`config.mk`:
```
export PLATFORM = sky130hd
export DESIGN_NAME = shift_fill_monitor
export DESIGN_NICKNAME = d
export VERILOG_FILES = /design/src/rtl/fill_mon_pkg.sv /design/src/rtl/therm_decode.sv /design/src/rtl/shift_fill_monitor.sv
export SDC_FILE = /design/constraint.sdc
export NUM_CORES = 1
export LEC_CHECK = 0
export CORE_ASPECT_RATIO = 0.9
export CORE_UTILIZATION = 55
export DETAILED_ROUTE_END_ITERATION = 6
export PLACE_DENSITY = 0.83
export REMOVE_ABC_BUFFERS = 1
export SLEW_MARGIN = 40
export SYNTH_ARGS = -nofsm -noshare
export SYNTH_HDL_FRONTEND = slang
export SYNTH_HIERARCHICAL = 1
export SYNTH_SLANG_ARGS = --single-unit
```
`constraint.sdc`:
```
create_clock -name clk -period 9.6 [get_ports clk]
set_clock_uncertainty 0.05 [all_clocks]
set_input_delay 0.96 -clock clk [delete_from_list [all_inputs] [get_ports clk]]
set_output_delay 0.96 -clock clk [all_outputs]
set_load 0.02 [all_outputs]
```
`src/rtl/fill_mon_pkg.sv`:
```
// Shared types and defaults for the thermometer fill monitor.
package fill_mon_pkg;

  localparam int FILL_WIDTH = 8;
  localparam int FILL_HOLD  = 4;

  typedef enum logic [2:0] {
    IDLE,
    FILL,
    FULL,
    CLEAR,
    DRAIN
  } fill_state_t;

endpackage

```
`src/rtl/therm_decode.sv`:
```
// Combinational thermometer-code check: legal when the code is 2^k-1,
// count is the number of ones (only meaningful when legal).
module therm_decode #(
  parameter int WIDTH = 8,
  parameter int CW    = $clog2(WIDTH + 1)
) (
  input  logic [WIDTH-1:0] i_code,
  output logic             o_legal,
  output logic [CW-1:0]    o_count
);

  logic [WIDTH-1:0] w_inc;

  // code+1 is a power of two (or wraps to zero) exactly for 2^k-1
  assign w_inc   = i_code + WIDTH'(1);
  assign o_legal = ((i_code & w_inc) == '0);

  // Population count of the sampled code
  always_comb begin
    o_count = '0;
    for (int i = 0; i < WIDTH; i++)
      o_count = o_count + CW'(i_code[i]);
  end

endmodule

```
`src/rtl/shift_fill_monitor.sv`:
```
// Monitors a falling-edge thermometer shifter: tracks fill level, flags
// illegal codes, counts completed fills and requests a shifter clear.
module shift_fill_monitor
  import fill_mon_pkg::*;
#(
  parameter int WIDTH       = FILL_WIDTH,
  parameter int HOLD_CYCLES = FILL_HOLD,
  parameter int CNT_W       = 8,
  parameter int LW          = $clog2(WIDTH + 1)
) (
  input  logic             clk,
  input  logic             reset,
  input  logic [WIDTH-1:0] therm,
  input  logic             enable,
  output logic [LW-1:0]    level,
  output logic             full,
  output logic             fill_done,
  output logic             clear_req,
  output logic [CNT_W-1:0] fill_count,
  output logic             code_err
);

  localparam int HW = $clog2(HOLD_CYCLES + 1);

  fill_state_t      r_state, w_next;
  logic [HW-1:0]    r_hold;
  logic [WIDTH-1:0] r_therm_q;
  logic [LW-1:0]    r_level;
  logic [CNT_W-1:0] r_cnt;
  logic             r_err;
  logic             w_legal;
  logic [LW-1:0]    w_count;
  logic             w_drop;

  therm_decode #(.WIDTH(WIDTH), .CW(LW)) u_dec (
    .i_code  (r_therm_q),
    .o_legal (w_legal),
    .o_count (w_count)
  );

  // A legal sample lower than the current level while filling is an error
  assign w_drop = (r_state == FILL) && w_legal && (w_count < r_level) && !clear_req;

  // State register
  always_ff @(posedge clk or posedge reset) begin
    if (reset) r_state <= IDLE;
    else       r_state <= w_next;
  end

  // Next-state logic; once FULL is reached the clear sequence always finishes
  always_comb begin
    w_next = r_state;
    case (r_state)
      IDLE:  if (enable) w_next = FILL;
      FILL: begin
        if (&r_therm_q)   w_next = FULL;
        else if (!enable) w_next = IDLE;
      end
      FULL:  w_next = CLEAR;
      CLEAR: if (r_hold == HW'(1)) w_next = DRAIN;
      DRAIN: if (r_therm_q == '0) w_next = enable ? FILL : IDLE;
      default: w_next = IDLE;
    endcase
  end

  // Hold down-counter: loaded in FULL, counts out the CLEAR cycles
  always_ff @(posedge clk or posedge reset) begin
    if (reset)                               r_hold <= '0;
    else if (r_state == FULL)                r_hold <= HW'(HOLD_CYCLES);
    else if (r_state == CLEAR && r_hold != '0) r_hold <= r_hold - HW'(1);
  end

  // Sample the shifter, then update level / sticky error from the sample
  always_ff @(posedge clk or posedge reset) begin
    if (reset) begin
      r_therm_q <= '0;
      r_level   <= '0;
      r_err     <= 1'b0;
    end else begin
      r_therm_q <= therm;
      if (w_legal) r_level <= w_count;
      r_err <= r_err | ~w_legal | w_drop;
    end
  end

  // Completed-fill counter, wraps freely
  always_ff @(posedge clk or posedge reset) begin
    if (reset)                r_cnt <= '0;
    else if (r_state == FULL) r_cnt <= r_cnt + CNT_W'(1);
  end

  // Pulses decoded from the state register only
  assign full       = (r_state == FULL);
  assign fill_done  = (r_state == FULL);
  assign clear_req  = (r_state == CLEAR);
  assign level      = r_level;
  assign fill_count = r_cnt;
  assign code_err   = r_err;

endmodule
```
## Word level (Yosys, flattened, before mapping)

Index checks and enable logic that the tools add are counted.
Widths: inputs -> output; s select.

- Multiplexer cells: 9
- Add/sub/neg operators: 10
- Equal/unequal tests: 9
- Bitwise operators: 4
- $lt $le $gt $ge: 1
- Reduce and logical (&&, ||, !) cells: 12

Operators by type and width:

| operator | count |
|---|---|
| $add 4x1->4 | 6 |
| $mux 3 | 7 |
| $add 8x1->8 const B | 2 |
| $logic_not 8->1 | 2 |
| $pmux 3 s5 | 1 |
| $and 8x8->8 | 1 |
| $reduce_and 8->1 | 1 |
| $eq 3x1->1 const B | 2 |
| $eq 3x2->1 const B | 2 |
| $logic_and 1x1->1 | 4 |
| $lt 4x4->1 | 1 |
| $ne 2x2->1 const B | 2 |
| $reduce_and 4->1 | 1 |
| $eq 3x3->1 const B | 1 |
| $logic_not 3->1 | 1 |
| $ne 3x2->1 const B | 1 |
| $reduce_bool 3->1 | 1 |
| $sub 3x1->3 const B | 1 |
| $add 1x1->2 | 1 |
| $ne 2x1->1 const B | 1 |
| $or 1x1->1 | 2 |
| $reduce_bool 2->1 | 1 |
| $logic_not 1->1 | 1 |
| $mux 1 | 1 |
| $not 1->1 | 1 |

- Bits of input ports: 11
- Word-level logic and storage cells: 51
- Bits in registers: 27
- Output and inout bits: 16

## Longest topological paths before layout

- Depth in word-level cells: 11
- Mapped depth: 13
- Depth with buffers taken out: 13

## Modules after synthesis

Netlist, hierarchy kept.

Modules (own cells, without submodules):

| module | cells an instance | area an instance (um2) | times used | sequential area each (um2) |
|---|---|---|---|---|
| shift_fill_monitor | 108 | 1218.7 | 1 | 675.6 |
| therm_decode | 30 | 255.2 | 1 | 0.0 |

## Worst setup path after synthesis

Ideal clock, no wire load.

- Kind: register -> register
- Start point: reg r_therm_q[0]
- End point: reg r_err (netlist: code_err)
- Data required time: 9.411 ns
- Arrival time: 3.523 ns
- Library setup time: 0.139 ns
- Path slack: 5.889 ns
- Path buffers: 0
- Cell stages (with the launch flop): 14
- Period minus slack after synthesis: 3.711 ns
- Path through: dfrtp_1 fa_1 inv_1 fa_1 fa_1 inv_1 ha_1 inv_1 fa_1 inv_1 ha_1 a21o_1 a211oi_1 or4b_1

- Cells in the longest elaborated chain, start to end: 11
- Elaborated cells on any way between the ends: 17
- Those cells by class: add/sub: 8; order compare: 1; bitwise: 4; reduce/logical: 4

RTL lines:

| element | RTL line | RTL |
|---|---|---|
| from (decl) | shift_fill_monitor.sv:27 | `logic [WIDTH-1:0] r_therm_q;` |
| from (signal assigned) | shift_fill_monitor.sv:80 | `r_therm_q <= therm;` |
| $add 1x1->2 | therm_decode.sv:22 | `o_count = o_count + CW'(i_code[i]);` |
| $add 4x1->4 (6 in series) | therm_decode.sv:22 |  |
| named net w_count[1] | shift_fill_monitor.sv:32 | `logic [LW-1:0] w_count;` |
| $lt 4x4->1 | shift_fill_monitor.sv:42 | `assign w_drop = (r_state == FILL) && w_legal && (w_count < r_level) && !clear_req;` |
| $logic_and 1x1->1 (2 in series) | shift_fill_monitor.sv:42 |  |
| $or 1x1->1 | shift_fill_monitor.sv:82 | `r_err <= r_err \| ~w_legal \| w_drop;` |
| to (signal assigned) | shift_fill_monitor.sv:82 |  |
| to (decl) | shift_fill_monitor.sv:30 | `logic r_err;` |

The timed path passes the listed nets, and every way through them passes these cells.
A chain may end at the register's enable or synchronous reset.

## Worst setup path after layout

Same ends and word-level chain as after synthesis.

==> results.json <==
{
  "die_width_um": 56.57,
  "cap_violations": 0,
  "r2r_end": "code_err$_DFF_PP0_",
  "peakVddDrop_mv": 0.2053,
  "cts_max_path_buffers": 2,
  "syn_area_mm2": 0.001474,
  "cts_max_level": 1,
  "drt_iter0_drc": 25,
  "finalSetupViolations": 0,
  "final_antenna_net_count": 0,
  "setup_tns_ns": 0,
  "final_cell_mix": "dfrtp_1 (27), clkdlybuf4s50_1 (26), inv_1 (19)",
  "cp-end-kind": "register",
  "areaGrowthSynthToFinish_pct": 22.07,
  "crit_cells": 13,
  "vias": 1064,
  "multi_input_area_um2": 715.7,
  "internal-power_uw": 226.7,
  "grt_pass1_wl_mm": 4.692,
  "power_frac_seq": 0.437,
  "drt_pass1_iterations": 4,
  "final_layout_size_suffix_gt1_frac": 0.07831,
  "cts.repair.resized": 0,
  "total_leakage_power_nw": 0.8276,
  "slew_headroom": 0.6426,
  "startpoint_type": "register",
  "dieArea_mm2": 0.002891,
  "route.detailed.drc": 0,
  "period_minus_slack_ns": 3.957,
  "finalCritPeriodShare": 0.4122,
  "hpwl_mm": 2.022,
  "p_clk_frac": 0.137,
  "status": "completed",
  "track_usage": 0.2156,
  "cp_top_family": "adder cells",
  "nets": 194,
  "viasPerCell": 5.485,
  "critPathBufInv": 4,
  "grt_max_degree": 28,
  "tritoncts": "yes",
  "seqCellArea_um2": 675.6,
  "yosysSeqAreaShare": 0.4584,
  "antenna_found_initial": 0,
  "share_comb_of_total_power": 0.426,
  "r2r-start": "r_therm_q[0]$_DFF_PP0_",
  "cts_sinks": 27,
  "n_fill_cell": 183,
  "wl_per_cell_um": 13.59,
  "ys_ff_latch": 27,
  "wl_mm": 2.636,
  "cp_max_fo": 6,
  "initial_core_util": 0.5923,
  "cts_root_buf": "clkbuf_4",
  "holdBufCountCts": 0,
  "die_y_um": 51.11,
  "crit_path_end": "code_err$_DFF_PP0_",
  "worst_slew_pin_slew_ns": 0.5353,
  "r2r_slack_ns": 5.64,
  "synth_cell_types": 34,
  "clk-insertion-delay-late_ns": 0.33,
  "cp.arrival_ns": 4.13,
  "dpl.cell_count": 190,
  "synthCells": 138,
  "reg2regPathDepth": 13,
  "cp_slowest_cell": "fa_1",
  "first_global_vias": 1057,
  "ys_warn_count": 6,
  "avgSynthCellArea_um2": 10.68,
  "critPathRequiredTime_ns": 9.78,
  "cts.reportedPaths.clkPinSlew_ns": 0.15,
  "core_area_mm2": 0.002489,
  "p_sw_uw": 141.8,
  "ys.flop_type": "dfrtp_1",
  "fin_cells": 194,
  "hold_path_class": "register to register",
  "ios": 27,
  "crit_chain": "fa_1, inv_1, fa_1, fa_1, inv_1, ha_1, inv_1, fa_1, inv_1, ha_1, a21o_1, a211oi_1, or4b_1",
  "fp-row-count": 17,
  "async_flop_share": 1.000,
  "startpoint": "r_therm_q[0]$_DFF_PP0_",
  "max_stage_delay_ns": 0.57,
  "post_cts_buffers": 0,
  "cts_made_buffers": 3,
  "synth_edf_count": 0,
  "switching_share": 0.3849,
  "final_common_cell": "dfrtp_1",
  "p_per_area_mw_per_mm2": 204.8,
  "antenna_cells": 0,
  "crit_type": "register to register",
  "fmax_mhz": 252.7,
  "slew_viol_final": 0,
  "rsz0062_at_grt": "false",
  "routabilityCongestion": 0.8460,
  "io_buffers": 26,
  "hold_viol": 0,
  "holdWs_ns": 0.4370,
  "grt_remaining_overflow": 0
}
==> per-layer routing <==
layer  global-route usage  wire, um
met1               0.2723      1160
met2               0.3765      1370
met3              0.03038        72
met4              0.08537        34
met5                    0         0
==> cell usage after synthesis, types with 2 or more instances <==
| library cell | number | area share |
|---|---|---|
| or4_1 | 2 | 0.010 |
| nor3b_1 | 2 | 0.010 |
| ha_1 | 12 | 0.10 |
| nand2b_1 | 3 | 0.013 |
| o22ai_1 | 2 | 0.0085 |
| fa_1 | 4 | 0.054 |
| o21ai_0 | 6 | 0.020 |
| mux2i_1 | 2 | 0.014 |
| nand3_1 | 5 | 0.017 |
| a21o_1 | 4 | 0.020 |
| dfrtp_1 | 27 | 0.46 |
| nor3_1 | 3 | 0.010 |
| mux2_2 | 2 | 0.015 |
| inv_2 | 2 | 0.0051 |
| nor2b_1 | 3 | 0.013 |
| xnor2_1 | 7 | 0.042 |
| nand4_1 | 4 | 0.017 |
| nor2_1 | 3 | 0.0076 |
| inv_1 | 20 | 0.051 |
| nand2_1 | 11 | 0.028 |
==> worst min path at each step <==
stage,endpoint,from,slack [ns],depth (start not counted)
floorplan,r_hold[1]$_DFFE_PP0P_,r_hold[1]$_DFFE_PP0P_,0.40,1
global placement,code_err$_DFF_PP0_,code_err$_DFF_PP0_,0.41,1
detailed placement,code_err$_DFF_PP0_,code_err$_DFF_PP0_,0.41,1
CTS,fill_count[7]$_DFFE_PP0P_,fill_count[7]$_DFFE_PP0P_,0.44,1
global route,fill_count[4]$_DFFE_PP0P_,fill_count[4]$_DFFE_PP0P_,0.47,1
finish,fill_count[7]$_DFFE_PP0P_,fill_count[7]$_DFFE_PP0P_,0.44,1
==> layout make-up <==
class                      instances  share of cell area
tap                               28             0.01947
clock buffer                       3             0.01252
timing repair buffer              26              0.1446
multi-input combinational         87              0.3978
inverter                          22             0.04590
sequential                        27              0.3755
clock inverter                     1            0.004172
==> power groups by stage <==
stage	clock network, mW	registers (mW)	logic (mW)
global route	0.0571	0.165	0.178
CTS	0.0525	0.161	0.157
floorplan	0	0.172	0.0911
global placement	0	0.162	0.147
finish	0.0504	0.161	0.157
detailed placement	0	0.164	0.156
==> cell families (layout without fill, tap and decap cells) <==
family | Yosys count | count (layout) | synth area share
AND/OR/NAND/NOR | 41 | 41 | 0.1613
flip-flops | 27 | 27 | 0.4584
buffers and inverters | 24 | 52 | 0.06452
AO/OA/AOI/OAI | 18 | 18 | 0.08319
adder cells (fa/ha/maj) | 16 | 16 | 0.1562
XOR/XNOR | 8 | 8 | 0.04754
multiplexers | 4 | 4 | 0.02886
==> metrics by stage <==
step	util	total power [mW]	setup WS, ns	instance area [um2]
finish	0.7230	0.3685	5.643	1799
CTS	0.7179	0.3711	5.692	1787
detailed placement	0.7059	0.3197	5.699	1757
floorplan	-	0.2631	5.889	1461
global route	0.7230	0.4005	5.449	1799
global placement	0.7059	0.3089	5.846	1757
==> sequential cells by signal (all words and copies together), names as in the netlist <==
register / cells
r_state: 3
level: 4
fill_count: 8
r_hold: 3
r_therm_q: 8
code_err: 1
(Power assumes the default switching activity.)
